===== src/rtl/parity_rx_pkg.sv =====
// parity_rx_pkg: shared state encoding and line-level constants for the parity frame receiver.
package parity_rx_pkg;

    typedef enum logic [2:0] {IDLE, START, DATA, PARITY, STOP} state_e;

    localparam int   DATA_BITS   = 8;
    localparam logic START_LEVEL = 1'b0;
    localparam logic STOP_LEVEL  = 1'b1;
    localparam logic IDLE_LEVEL  = 1'b1;

endpackage


===== src/rtl/parity_calc8.sv =====
// parity_calc8: even-parity bit of a byte (XOR of all eight bits).
module parity_calc8 (
    input  logic [7:0] data_i,
    output logic       parity_o
);

    assign parity_o = ^data_i;

endmodule


===== src/rtl/parity_frame_rx.sv =====
// parity_frame_rx: start/8 data/even parity/stop deserializer with a one-entry
// valid/ready output register carrying parity and framing error flags.
module parity_frame_rx
    import parity_rx_pkg::*;
#(
    parameter int CLKS_PER_BIT = 16
) (
    input  logic       clk,
    input  logic       reset,
    input  logic       rxLine,
    output logic [7:0] outData,
    output logic       outValid,
    input  logic       outReady,
    output logic       outParityError,
    output logic       outFrameError,
    output logic       overrun,
    output logic       busy
);

    localparam int           CW   = $clog2(CLKS_PER_BIT);
    localparam logic [CW-1:0] MID  = CW'(CLKS_PER_BIT / 2 - 1);
    localparam logic [CW-1:0] LAST = CW'(CLKS_PER_BIT - 1);

    state_e          state_q;
    logic            sync1_q, sync2_q;
    logic [CW-1:0]   cnt_q;
    logic [2:0]      bit_q;
    logic [7:0]      shift_q;
    logic            par_q;
    logic [7:0]      data_q;
    logic            valid_q, perr_q, ferr_q, ovr_q, busy_q;
    logic            data_par, line, done, can_load;

    parity_calc8 u_calc (
        .data_i  (shift_q),
        .parity_o(data_par)
    );

    assign line     = sync2_q;
    assign done     = (state_q == STOP) && (cnt_q == LAST);
    // The held byte may be replaced in the same cycle it is accepted.
    assign can_load = !valid_q || outReady;

    always_ff @(posedge clk) begin
        if (reset) begin
            state_q <= IDLE;
            sync1_q <= IDLE_LEVEL;
            sync2_q <= IDLE_LEVEL;
            cnt_q   <= '0;
            bit_q   <= '0;
            shift_q <= '0;
            par_q   <= 1'b0;
            data_q  <= '0;
            valid_q <= 1'b0;
            perr_q  <= 1'b0;
            ferr_q  <= 1'b0;
            ovr_q   <= 1'b0;
            busy_q  <= 1'b0;
        end else begin
            sync1_q <= rxLine;
            sync2_q <= sync1_q;
            ovr_q   <= 1'b0;
            cnt_q   <= (state_q == IDLE || cnt_q == LAST) ? '0 : cnt_q + CW'(1);
            if (valid_q && outReady)
                valid_q <= 1'b0;
            if (done && can_load) begin
                data_q  <= shift_q;
                perr_q  <= data_par ^ par_q;
                ferr_q  <= line != STOP_LEVEL;
                valid_q <= 1'b1;
            end else if (done) begin
                ovr_q <= 1'b1;
            end
            case (state_q)
                IDLE: if (line == START_LEVEL) begin
                    cnt_q   <= '0;
                    state_q <= START;
                    busy_q  <= 1'b1;
                end
                START: if (cnt_q == MID) begin
                    cnt_q   <= '0;
                    state_q <= (line == START_LEVEL) ? DATA : IDLE;
                    busy_q  <= line == START_LEVEL;
                end
                DATA: if (cnt_q == LAST) begin
                    shift_q <= {line, shift_q[7:1]};
                    bit_q   <= bit_q + 3'd1;
                    if (bit_q == 3'(DATA_BITS - 1)) begin
                        bit_q   <= '0;
                        state_q <= PARITY;
                    end
                end
                PARITY: if (cnt_q == LAST) begin
                    par_q   <= line;
                    state_q <= STOP;
                end
                STOP: if (cnt_q == LAST) begin
                    state_q <= IDLE;
                    busy_q  <= 1'b0;
                end
                default: begin
                    state_q <= IDLE;
                    busy_q  <= 1'b0;
                end
            endcase
        end
    end

    assign outData        = data_q;
    assign outValid       = valid_q;
    assign outParityError = perr_q;
    assign outFrameError  = ferr_q;
    assign overrun        = ovr_q;
    assign busy           = busy_q;

endmodule


===== config.mk =====
export PLATFORM = sky130hd
export DESIGN_NAME = parity_frame_rx
export DESIGN_NICKNAME = d
export VERILOG_FILES = /design/src/rtl/parity_rx_pkg.sv /design/src/rtl/parity_calc8.sv /design/src/rtl/parity_frame_rx.sv
export SDC_FILE = /design/constraint.sdc
export NUM_CORES = 1
export LEC_CHECK = 0
export BUFFER_PORTS_ARGS = -buffer_cell sky130_fd_sc_hd__buf_2
export CAP_MARGIN = 30
export CORE_ASPECT_RATIO = 1.1
export CORE_MARGIN = 10
export CORE_UTILIZATION = 30
export CTS_BUF_LIST = sky130_fd_sc_hd__clkbuf_8
export DETAILED_ROUTE_END_ITERATION = 8
export PLACE_DENSITY = 0.59
export SYNTH_ARGS = -nofsm -noshare
export SYNTH_HDL_FRONTEND = slang
export SYNTH_SLANG_ARGS = --single-unit

===== constraint.sdc =====
create_clock -name clk -period 1.5 [get_ports clk]
set_input_delay 0.075 -clock clk [delete_from_list [all_inputs] [get_ports clk]]
set_output_delay 0.075 -clock clk [all_outputs]
set_load 0.005 [all_outputs]

== Word level (Yosys, flattened, before mapping) ==
Cells that the tools add are included.
Word-level totals
  bits in registers: 34
  bits of input ports: 4
  word-level logic and storage cells: 66
Operators by class
  add/sub/neg operators: 2
  eq/ne operators: 13
  multiplexer cells: 20
  bitwise logic cells: 3
  reduce and logical (&&, ||, !) cells: 15
Operators by type and width (number)
  3-bit two-way mux: 7
  3-bit one-hot mux with 5 select lines: 1
  4-bit two-way mux: 3
  2-bit != test, second input constant: 5
  4-bit one-hot mux with 2 select lines: 1
  8-bit XOR reduction: 1
  3-bit by 2-bit equality test with 1-bit output, second input constant: 2
  3-bit equality test, second input constant: 2
  1-bit two-way mux: 6
  6-bit AND reduction: 1
  4-bit by 1-bit adder with 4-bit output, second input constant: 1
  4-bit by 3-bit equality test with 1-bit output, second input constant: 1
  4-bit equality test, second input constant: 1
  1-bit one-hot mux with 4 select lines: 1
  2-bit AND reduction: 2
  4-bit AND reduction: 1
  2-bit OR reduction: 2
  3-bit by 1-bit adder with 3-bit output, second input constant: 1
  3-bit by 1-bit equality test with 1-bit output, second input constant: 1
  1-bit logical AND: 3
  3-bit zero test: 1
  1-bit logical OR: 2
  2-bit two-way mux: 1
  2-bit by 1-bit != test with 1-bit output, second input constant: 1
  4 further kinds: 5

== Depth between registers and ports, before layout ==
Gate-level depths: netlist of run 1.
  depth in word-level cells: 5
  gate-level depth with buffers: 7
  depth with buffers taken out: 5

== Cells and area by module ==
A second synthesis of run 1 with hierarchy kept.
Second synthesis, totals
  cells, all modules: 163
  area total of the unflattened synthesis: 1550.2 µm²
By module, submodules not included
  parity_frame_rx: instances 1, cells each 156, area each 1488.9 µm², sequential area each 680.7 µm²
  parity_calc8: instances 1, cells each 7, area each 61.3 µm², sequential area each 0.0 µm²

== Worst setup path before layout of run 1 ==
OpenSTA, ideal clock, no wires.
  kind: flip-flop to flip-flop
  start: register cnt_q[0]
  end: register perr_q, in the netlist outParityError
  setup time: 62 ps
  data arrival time: 1527 ps
  required time: 1438 ps
  setup slack: -88 ps
  stages on the path, launching flop included: 7
  period minus slack after synthesis: 1588 ps
  cell sequence: dfxtp_1 ha_1 and3_1 buf_2 nand4_1 or4_1 nand3_1
Between the ends
  cells in the longest elaborated chain, start to end: 3
Ends and longest elaborated chain
  start: declaration: line parity_frame_rx.sv:26  | logic [CW-1:0] cnt_q;
  start signal: assignment: line parity_frame_rx.sv:63  | cnt_q <= (state_q == IDLE || cnt_q == LAST) ? '0 : cnt_q + CW'(1);
  4-bit equality test: line parity_frame_rx.sv:40  | assign done = (state_q == STOP) && (cnt_q == LAST);
  1-bit logical AND: line parity_frame_rx.sv:40
  1-bit logical AND: line parity_frame_rx.sv:66  | if (done && can_load) begin
  end signal: assignment: line parity_frame_rx.sv:68  | perr_q <= data_par ^ par_q;
  end: declaration: line parity_frame_rx.sv:31  | logic valid_q, perr_q, ferr_q, ovr_q, busy_q;
No other way between the ends.
A chain may end at the register's enable or synchronous reset.

== Final worst setup path of run 1 ==
  start: register cnt_q[1]
  end: register perr_q, in the netlist outParityError
The elaborated chain is that of the path after synthesis.

==> results of run 1 <==
-- metrics by stage --
step | util [%] | hold slack, ns | power (uW) | instances
6_report | 39.0 | 0.139 | 1650 | 247
2_1_floorplan | - | 0.167 | 968 | 156
3_5_place_dp | 36.2 | 0.267 | 990 | 237
3_3_place_gp | 36.2 | 0.261 | 990 | 237
4_1_cts | 38.9 | 0.143 | 1670 | 248
5_1_grt | 39.0 | 0.150 | 1720 | 247
-- routing by layer --
| metal | vias up | share of wire, % | GRT usage [%] |
|---|---|---|---|
| li1 | 604 | - | - |
| met3 | 7 | 4.3 | 2.57 |
| met5 | - | 0 | 0 |
| met4 | 0 | 2.5 | 4.53 |
| met1 | 517 | 45 | 8.64 |
| met2 | 16 | 48 | 12.3 |
-- kinds of logic after synthesis --
kind of cell               Yosys count  synth area share [%]
and+or+nand+nor                     67                  23.1
DFF                                 34                  48.6
AOI/OAI and AO/OA                   21                  8.67
buffers and inverters               13                  3.84
muxes                               10                  7.15
xor gates and xnor gates             8                  5.99
adders and majority gates            3                  2.68
-- registers in the layout (all words and copies together), names as in the netlist --
| signal | count |
|---|---|
| bit_q | 3 |
| busy | 1 |
| cnt_q | 4 |
| line | 1 |
| outData | 8 |
| outFrameError | 1 |
| outParityError | 1 |
| outValid | 1 |
| overrun | 1 |
| par_q | 1 |
| shift_q | 8 |
| state_q | 3 |
| sync1_q | 1 |
-- synthesized netlist by cell type --
cell type	count	area (um^2)
dfxtp_1	34	681
nand2_1	22	82.6
nor2_1	16	60.1
a21oi_1	15	75.1
mux2i_1	10	100
nand3_1	7	35.0
xnor2_1	6	52.6
clkbuf_1	5	18.8
buf_2	4	20.0
ha_1	3	37.5
nand3b_1	3	22.5
nor3_1	3	15.0
or3_1	3	18.8
a211oi_1	2	15.0
and3_1	2	12.5
inv_1	2	7.51
nand4_1	2	12.5
or2_2	2	12.5
or4_1	2	15.0
a2111oi_0	1	8.76
a21boi_0	1	7.51
a311oi_1	1	8.76
a31oi_1	1	6.26
clkinv_1	1	3.75
inv_2	1	3.75
nand2b_1	1	6.26
nor2b_1	1	6.26
nor4_1	1	6.26
or2_0	1	6.26
or4bb_1	1	11.3
xnor3_1	1	22.5
xor2_1	1	8.76
-- power by group --
part	leakage, uW	switching, uW	internal [uW]
Clock	0.0000524	314	363
Sequential	0.000276	7.50	911
Combinational	0.000439	29.9	25.0
-- repair_timing --
action                     CTS  global route
resized for setup            1             4
hold endpoints to repair     1             0
buffers inserted             2             0
setup endpoints to repair    1            13
hold buffers                 1             0
pin swaps                    2             1
-- worst max-delay path, cell delays in order (launching register included) --
cell and delay, ns:
dfxtp_2 0.35, ha_4 0.16, and3_4 0.18, nand4_1 0.14, or4_1 0.55, nand3_1 0.09
-- layout make-up --
cell class / instances / area share, %
Sequential cell: 34 / 38.2
Clock inverter: 2 / 0.489
Inverter: 4 / 0.839
Tap cell: 56 / 3.91
Clock buffer: 6 / 4.61
Timing Repair Buffer: 36 / 13.0
Multi-Input combinational cell: 109 / 38.9
-- worst min path at each step --
stage                                    endpoint  slack, ns
final                          overrun$_SDFF_PP0_       0.14
after global routing           overrun$_SDFF_PP0_       0.15
after CTS                      overrun$_SDFF_PP0_       0.14
after detailed placement       sync1_q$_SDFF_PP1_       0.27
after global placement         sync1_q$_SDFF_PP1_       0.26
after floorplan           state_q[1]$_SDFFE_PP0P_       0.17
==> run_results.csv, run 1 <==
group,metric,value,unit
outcome,status,"finished with violations",
outcome,violations,"negative setup slack",
routing,drt_pass1_iterations,4,
cells_and_area,seqCellArea,684,um^2
power_and_ir_drop,leakage,0.000767,uW
sta,period_minus_slack,1.54,ns
yosys,ys_seq_area_share,48.6,%
global_routing,grt.total_usage,7.69,%
die,rows,26,
yosys,synth_cell_type_count,32,
worst_setup_path,crit_path_end_kind,"flip-flop",
yosys,syn_avg_cell_area,8.97,um^2
die,dieArea,7800,um^2
sta,worst_pin_slew,0.408,ns
worst_setup_path,rr_endpoint,"outParityError$_SDFFE_PP0P_",
worst_hold_path,hold_depth,3,
die,die_h,91.7,um
global_routing,grt_first_pass_wirelength,5.00,mm
yosys,synth_nets,163,
worst_setup_path,start_kind,"flip-flop",
global_routing,grt_pass1_vias,1095,
placement,portBuffers,16,
cells_and_area,multi_input_area,697,um^2
yosys,syn-instance-count,156,
power_and_ir_drop,p_per_area,922,nW/um^2
worst_setup_path,crit_path_start,"cnt_q[1]$_SDFF_PP0_",
sta,fmax,651,MHz
die,chipWidth,85.1,um
routing,vias,1144,
sta,finalHoldViolations,0,
sta,fin_skew,0.00415,ns
routing,vias_per_cell,4.63,
sta,relSlewSlack,72.8,%
placement,place_area,1660,um^2
cells_and_area,area_growth_syn_to_layout,27.9,%
cells_and_area,antenna_cells,0,
clock_network,cts_tree,"done",
worst_setup_path,rrSetupSlack,-0.04,ns
yosys,synth-warning-count,0,
worst_setup_path,crit_arrival,1.76,ns
routing,drcViolationCount,0,
worst_setup_path,endpoint,"outParityError$_SDFFE_PP0P_",
die,io_pins,17,
clock_network,clock_sinks,34,
cells_and_area,final_area,1790,um^2
clock_network,root_buffer,"clkbuf_8",
placement,dp_hpwl,2.18,mm
cells_and_area,most-common-layout-cells,"dfxtp_1 (31), nand2_1 (22), buf_4 (19)",
cells_and_area,layout_commonest_cell,"dfxtp_1",
routing,routed_wl,2.96,mm
worst_setup_path,cp_data_required_time,1.73,ns
routing,drtIter0Drc,52,
placement,place.gp.congestion,0.795,
global_routing,grt_overflow,0,
worst_setup_path,crit_type,"flip-flop to flip-flop",
cells_and_area,drive_gt1_share,27.7,%
die,coreArea,4590,um^2
die,initial_utilization,30.5,%
routing,ant_nets,0,
clock_network,clk_pin_slew_worst_paths,0.06,ns
clock_network,cts_buffers,5,
clock_network,clk_latency,0.28,ns
yosys,synth_area,1400,um^2
clock_network,htreeDepth,2,
placement,post-place-ws,-0.0374,ns
worst_setup_path,r2r_start,"cnt_q[1]$_SDFF_PP0_",
cells_and_area,n_fill_cell,464,
sta,setup_viol,1,
sta,timing.final.ws_setup,-0.0352,ns
global_routing,grt_max_degree,24,
sta,tns,-0.0352,ns
sta,rsz0062_at_grt,"true",
worst_hold_path,min_from,"outReady",
clock_network,clock_path_buffers,2,
sta,post-route-period-util,102,%
routing,wire_per_inst,12.0,um
worst_setup_path,crit_fanout,5,
worst_hold_path,min_path_type,"input port to flip-flop",
yosys,synth.ff_latch_count,34,
sta,report.final.slew_viol_count,0,
global_routing,antenna_found_initial,0,
job,drv_cap,0,
power_and_ir_drop,ir_drop,0.000288,V
worst_setup_path,r2r_cells,5,
cells_and_area,fin_nets,197,
(Power assumes the default switching activity.)
==> inputs of run 2 (changes only) <==
SYNTH_HIERARCHICAL = 1   (was unset)
TNS_END_PERCENT = 50   (was unset)
==> run_results.csv, run 2 <==
group,metric,value,unit
placement,place.gp.congestion,0.784,
yosys,synth_async_sr_flop_share,0,%
worst_setup_path,crit_family,"simple AND/OR/NAND/NOR gates",
cells_and_area,fin_nets,197,
worst_setup_path,critical_path_buf_inv_count,0,
worst_setup_path,crit_arrival,1.67,ns
global_routing,grt_pass1_vias,1126,
cells_and_area,drive_gt1_share,28.8,%
yosys,synth.ff_latch_count,34,
die,die_h,95.4,um
clock_network,clk_pin_slew_worst_paths,0.07,ns
yosys,syn-instance-count,163,
worst_setup_path,critPathMaxStageDelay,0.50,ns
power_and_ir_drop,p_per_area,953,nW/um^2
yosys,yosys_most_used_dff,"dfxtp_1",
routing,ant_nets,0,
sta,relSlewSlack,61.5,%
sta,post-route-period-util,95.7,%
worst_setup_path,cp_data_required_time,1.73,ns
routing,routed_wl,3.14,mm
worst_setup_path,cp_cell_sequence,"ha_1 -> ha_1 -> or4_1 -> a21oi_1",
clock_network,cts_setup_buffers,0,
worst_hold_path,min_path_type,"input port to flip-flop",
worst_setup_path,crit_path_end_kind,"flip-flop",
routing,drtIter0Drc,68,
yosys,synth-warning-count,6,
die,io_pins,17,
sta,period_minus_slack,1.44,ns
yosys,synth_common_cells,"dfxtp_1 (34), nand2b_1 (18), mux2i_1 (15)",
sta,fin_skew,0.00720,ns
clock_network,clk_latency,0.30,ns
clock_network,cts_tree,"done",
yosys,syn_avg_cell_area,9.51,um^2
global_routing,grt_overflow,0,
sta,holdWs,0.0954,ns
global_routing,grt_max_degree,39,
sta,setup_viol,0,
sta,fmax,697,MHz
yosys,synth_edf_count,0,
die,dieArea,8450,um^2
clock_network,clock_path_buffers,2,
worst_setup_path,cp_slowest_cell,"or4_1",
worst_setup_path,cp_common_cell,"ha_1",
placement,portBuffers,16,
routing,drt_pass1_iterations,4,
routing,vias_per_cell,4.81,
yosys,yosysMostFrequentCell,"dfxtp_1",
routing,wire_per_inst,12.6,um
clock_network,clock_sinks,34,
die,initial_utilization,31.0,%
cells_and_area,n_fill_cell,515,
power_and_ir_drop,leakage,0.000839,uW
global_routing,grt.total_usage,7.73,%
cells_and_area,area_growth_syn_to_layout,25.4,%
yosys,synth_cell_type_count,39,
yosys,ys_seq_area_share,43.9,%
sta,finalHoldViolations,0,
clock_network,root_buffer,"clkbuf_8",
worst_setup_path,crit_fanout,3,
global_routing,antenna_found_initial,0,
power_and_ir_drop,ir_drop,0.000286,V
worst_setup_path,crit_type,"flip-flop to flip-flop",
die,coreArea,5000,um^2
power_and_ir_drop,power.total,1850,uW
yosys,synth_top_area_cell,"dfxtp_1",
global_routing,grt_first_pass_wirelength,5.06,mm
routing,vias,1197,
die,chipWidth,88.5,um
cells_and_area,multi_input_area,851,um^2
cells_and_area,most-common-layout-cells,"dfxtp_1 (28), nand2b_1 (18), buf_2 (16)",
sta,report.final.slew_viol_count,0,
job,drv_cap,0,
yosys,synth_nets,170,
placement,dp_hpwl,2.18,mm
yosys,synth_area,1550,um^2
outcome,status,"completed",
cells_and_area,seqCellArea,688,um^2
cells_and_area,antenna_cells,0,
die,rows,27,
routing,drcViolationCount,0,
yosys,synth_top_area_share,43.9,%
worst_setup_path,start_kind,"flip-flop",
clock_network,htreeDepth,2,
clock_network,cts_buffers,5,
yosys,synthTopCellsByArea,"dfxtp_1 (44%), mux2i_1 (9.7%), nand2b_1 (7.3%)",
cells_and_area,layout_commonest_cell,"dfxtp_1",
sta,worst_pin_slew,0.578,ns
## run 2: where the power goes
group | internal, uW | switching, uW | leakage, uW
Clock | 494 | 357 | 0.0000504
Combinational | 36.7 | 45.5 | 0.000511
Sequential | 913 | 7.01 | 0.000278
Total | 1440 | 409 | 0.000839
## run 2: layer usage
| layer | wire (um) | GRT usage [%] | up-vias |
|---|---|---|---|
| met5 | 0 | 0 | - |
| met4 | 98 | 5.66 | 0 |
| met3 | 152 | 2.82 | 7 |
| met2 | 1440 | 11.7 | 23 |
| met1 | 1440 | 8.76 | 550 |
| li1 | - | - | 617 |
## run 2: path summary, 6_finish.rpt
check                         from               endpoint  slack (ns)  cells past startpoint
max          bit_q[0]$_SDFFE_PP0P_  bit_q[0]$_SDFFE_PP0P_        0.06                      4
min                       outReady     overrun$_SDFF_PP0_         0.1                      3
max reg2reg  bit_q[0]$_SDFFE_PP0P_  bit_q[0]$_SDFFE_PP0P_        0.06                      4
min reg2reg     sync1_q$_SDFF_PP1_        line$_SDFF_PP1_        0.42                      1
## run 2: stage by stage
stage          worst slack, ns  util, %  TNS [ns]  instances  area (um^2)
2_1_floorplan           0.0279        -         0        163         1550
3_3_place_gp            0.0639     35.3         0        240         1770
3_5_place_dp            0.0438     35.3         0        240         1770
4_1_cts                 0.0379     37.8         0        249         1890
5_1_grt               -0.00263     38.9  -0.00263        249         1940
6_report                0.0648     38.9         0        249         1940
## run 2: layout make-up
class	instances	share of cell area (%)
repair buffers	31	10.9
inverters	2	0.386
clock inverters	3	2.32
multi-input cells	116	43.8
clock buffers	5	3.54
flip-flops and latches	34	35.4
well taps	58	3.73
## run 2: repair_timing
action / CTS / global route
endpoints found under the setup margin: 0 / 10
endpoints found under the hold margin: 1 / 0
gates resized for setup: 0 / 13
hold buffers: 1 / 0
## run 2: cell families after synthesis
| kind of cell | count (synthesis) | synth area share [%] |
|---|---|---|
| AND/OR/NAND/NOR | 64 | 24.6 |
| adder cells (fa/ha/maj) | 3 | 2.42 |
| XOR/XNOR | 9 | 5.09 |
| multiplexers | 17 | 11.1 |
| AO/OA/AOI/OAI | 23 | 8.88 |
| flip-flops | 34 | 43.9 |
| buffers and inverters | 13 | 3.95 |
## run 2: worst min-delay path: cells and delay by family
kind | cells | cell delay (ns)
buffers and inverters | 1 | 0.07
AND/OR/NAND/NOR | 2 | 0.20
==> inputs of run 3 (changes only) <==
PLACE_DENSITY = 0.57   (was 0.59)
clock period = 1.6 ns   (was 1.5 ns; I/O delays follow)
==> run_results.csv, run 3 (synthesis gave the netlist of run 2 again) <==
group,metric,value,unit
sta,period_minus_slack,1.50,ns
cells_and_area,antenna_cells,0,
routing,wl_met1,1.49,mm
clock_network,cts_tree,"done",
clock_network,clock_sinks,34,
die,die_h,95.4,um
routing,drcViolationCount,0,
die,chipWidth,88.5,um
worst_setup_path,crit_path_end_kind,"flip-flop",
die,io_pins,17,
worst_setup_path,cp_data_required_time,1.81,ns
clock_network,cts_buffers,5,
die,dieArea,8450,um^2
cells_and_area,fin_nets,193,
routing,routed-wl-met2,1.29,mm
cells_and_area,n_fill_cell,523,
cells_and_area,drive_gt1_share,20.4,%
routing,vias,1157,
clock_network,clk_pin_slew_worst_paths,0.07,ns
routing,drtIter0Drc,43,
cells_and_area,area_growth_syn_to_layout,17.8,%
sta,holdWs,0.122,ns
cells_and_area,seqCellArea,681,um^2
routing,met3_length,161,um
routing,ant_nets,0,
worst_setup_path,crit_type,"flip-flop to flip-flop",
clock_network,htreeDepth,2,
placement,place.gp.congestion,0.802,
die,initial_utilization,31.0,%
power_and_ir_drop,p_per_area,824,nW/um^2
worst_setup_path,crit_arrival,1.71,ns
power_and_ir_drop,leakage,0.000810,uW
clock_network,clock_path_buffers,2,
sta,finalHoldViolations,0,
clock_network,root_buffer,"clkbuf_8",
sta,post-route-period-util,94.0,%
routing,routed_wl,3.01,mm
sta,relSlewSlack,60.3,%
placement,portBuffers,16,
placement,place_inst,236,
outcome,status,"completed",
clock_network,cts_setup_buffers,0,
sta,rsz0062_at_grt,"false",
cells_and_area,final_area,1830,um^2
worst_hold_path,min_path_type,"input port to flip-flop",
sta,setup_viol,0,
cells_and_area,finalNonFillerCells,244,
global_routing,grt.total_usage,7.86,%
sta,report.final.slew_viol_count,0,
sta,worst_pin_slew,0.596,ns
sta,fin_skew,0.00658,ns
global_routing,grt_max_degree,39,
routing,vias_per_cell,4.74,
global_routing,grt_pass1_vias,1211,
cells_and_area,most-common-layout-cells,"dfxtp_1 (34), nand2b_1 (18), buf_2 (16)",
placement,place_area,1740,um^2
cells_and_area,layout_commonest_cell,"dfxtp_1",
die,rows,27,
routing,wire_per_inst,12.3,um
job,drv_cap,0,
clock_network,clk_latency,0.28,ns
global_routing,grt_first_pass_wirelength,5.29,mm
global_routing,grt_overflow,0,
sta,tns,0,ns
worst_setup_path,start_kind,"flip-flop",
die,coreArea,5000,um^2
power_and_ir_drop,ir_drop,0.000245,V
routing,top_layer,"met4",
sta,fmax,665,MHz
routing,drt_pass1_iterations,4,
placement,dp_hpwl,2.08,mm
global_routing,antenna_found_initial,0,
cells_and_area,multi_input_area,811,um^2
worst_setup_path,crit_fanout,6,
[run 3: cell count changes in the layout (fill, tap and decap cells not counted), sizes merged]
| cell | delta |
|---|---|
| buf | -4 |
| bufinv | -1 |
| clkinvlp | -2 |
| inv | +2 |
[run 3: cell type report]
type	count	area share [%]
clock buffer	5	3.77
clock inverter	2	0.411
inverter	2	0.411
multi-input combinational	116	44.4
sequential	34	37.3
tap	58	3.98
timing repair buffer	27	9.73
[run 3: power by group]
group	total [uW]	internal (uW)	switching (uW)
combinational	73.1	32.8	40.2
sequential	862	856	5.90
clock	569	286	282
[run 3: what timing repair did]
| action | CTS | global route |
|---|---|---|
| hold buffers | 1 | 0 |
| endpoints found under the hold margin | 1 | 0 |
| resized for setup | 0 | 1 |
| setup endpoints to repair | 0 | 8 |
[run 3: layer usage]
metal,GRT usage [%],vias up
met1,9.25,517
met2,12.1,20
li1,-,612
met5,0,-
met3,2.82,8
met4,4.45,0
[run 3: worst paths after layout]
kind                        from                     to  slack, ns  cells after the start
min reg2reg   sync1_q$_SDFF_PP1_        line$_SDFF_PP1_       0.41                      1
max reg2reg  cnt_q[2]$_SDFF_PP0_  bit_q[0]$_SDFFE_PP0P_        0.1                      3
max          cnt_q[2]$_SDFF_PP0_  bit_q[0]$_SDFFE_PP0P_        0.1                      3
min                     outReady     overrun$_SDFF_PP0_       0.12                      3
[run 3: stage by stage]
stage               util, %  power (uW)  setup slack [ns]
floorplan                 -         932            0.0518
global placement       34.7         954             0.137
detailed placement     34.7         954             0.110
CTS                    36.5        1530            0.0846
global route           36.5        1580            0.0100
finish                 36.5        1500            0.0957
[run 3: worst max-delay path, stage by stage, from the launching register on]
cell and delay, ns:
dfxtp_1 0.37, or3b_4 0.43, or4_1 0.48, a21oi_1 0.14
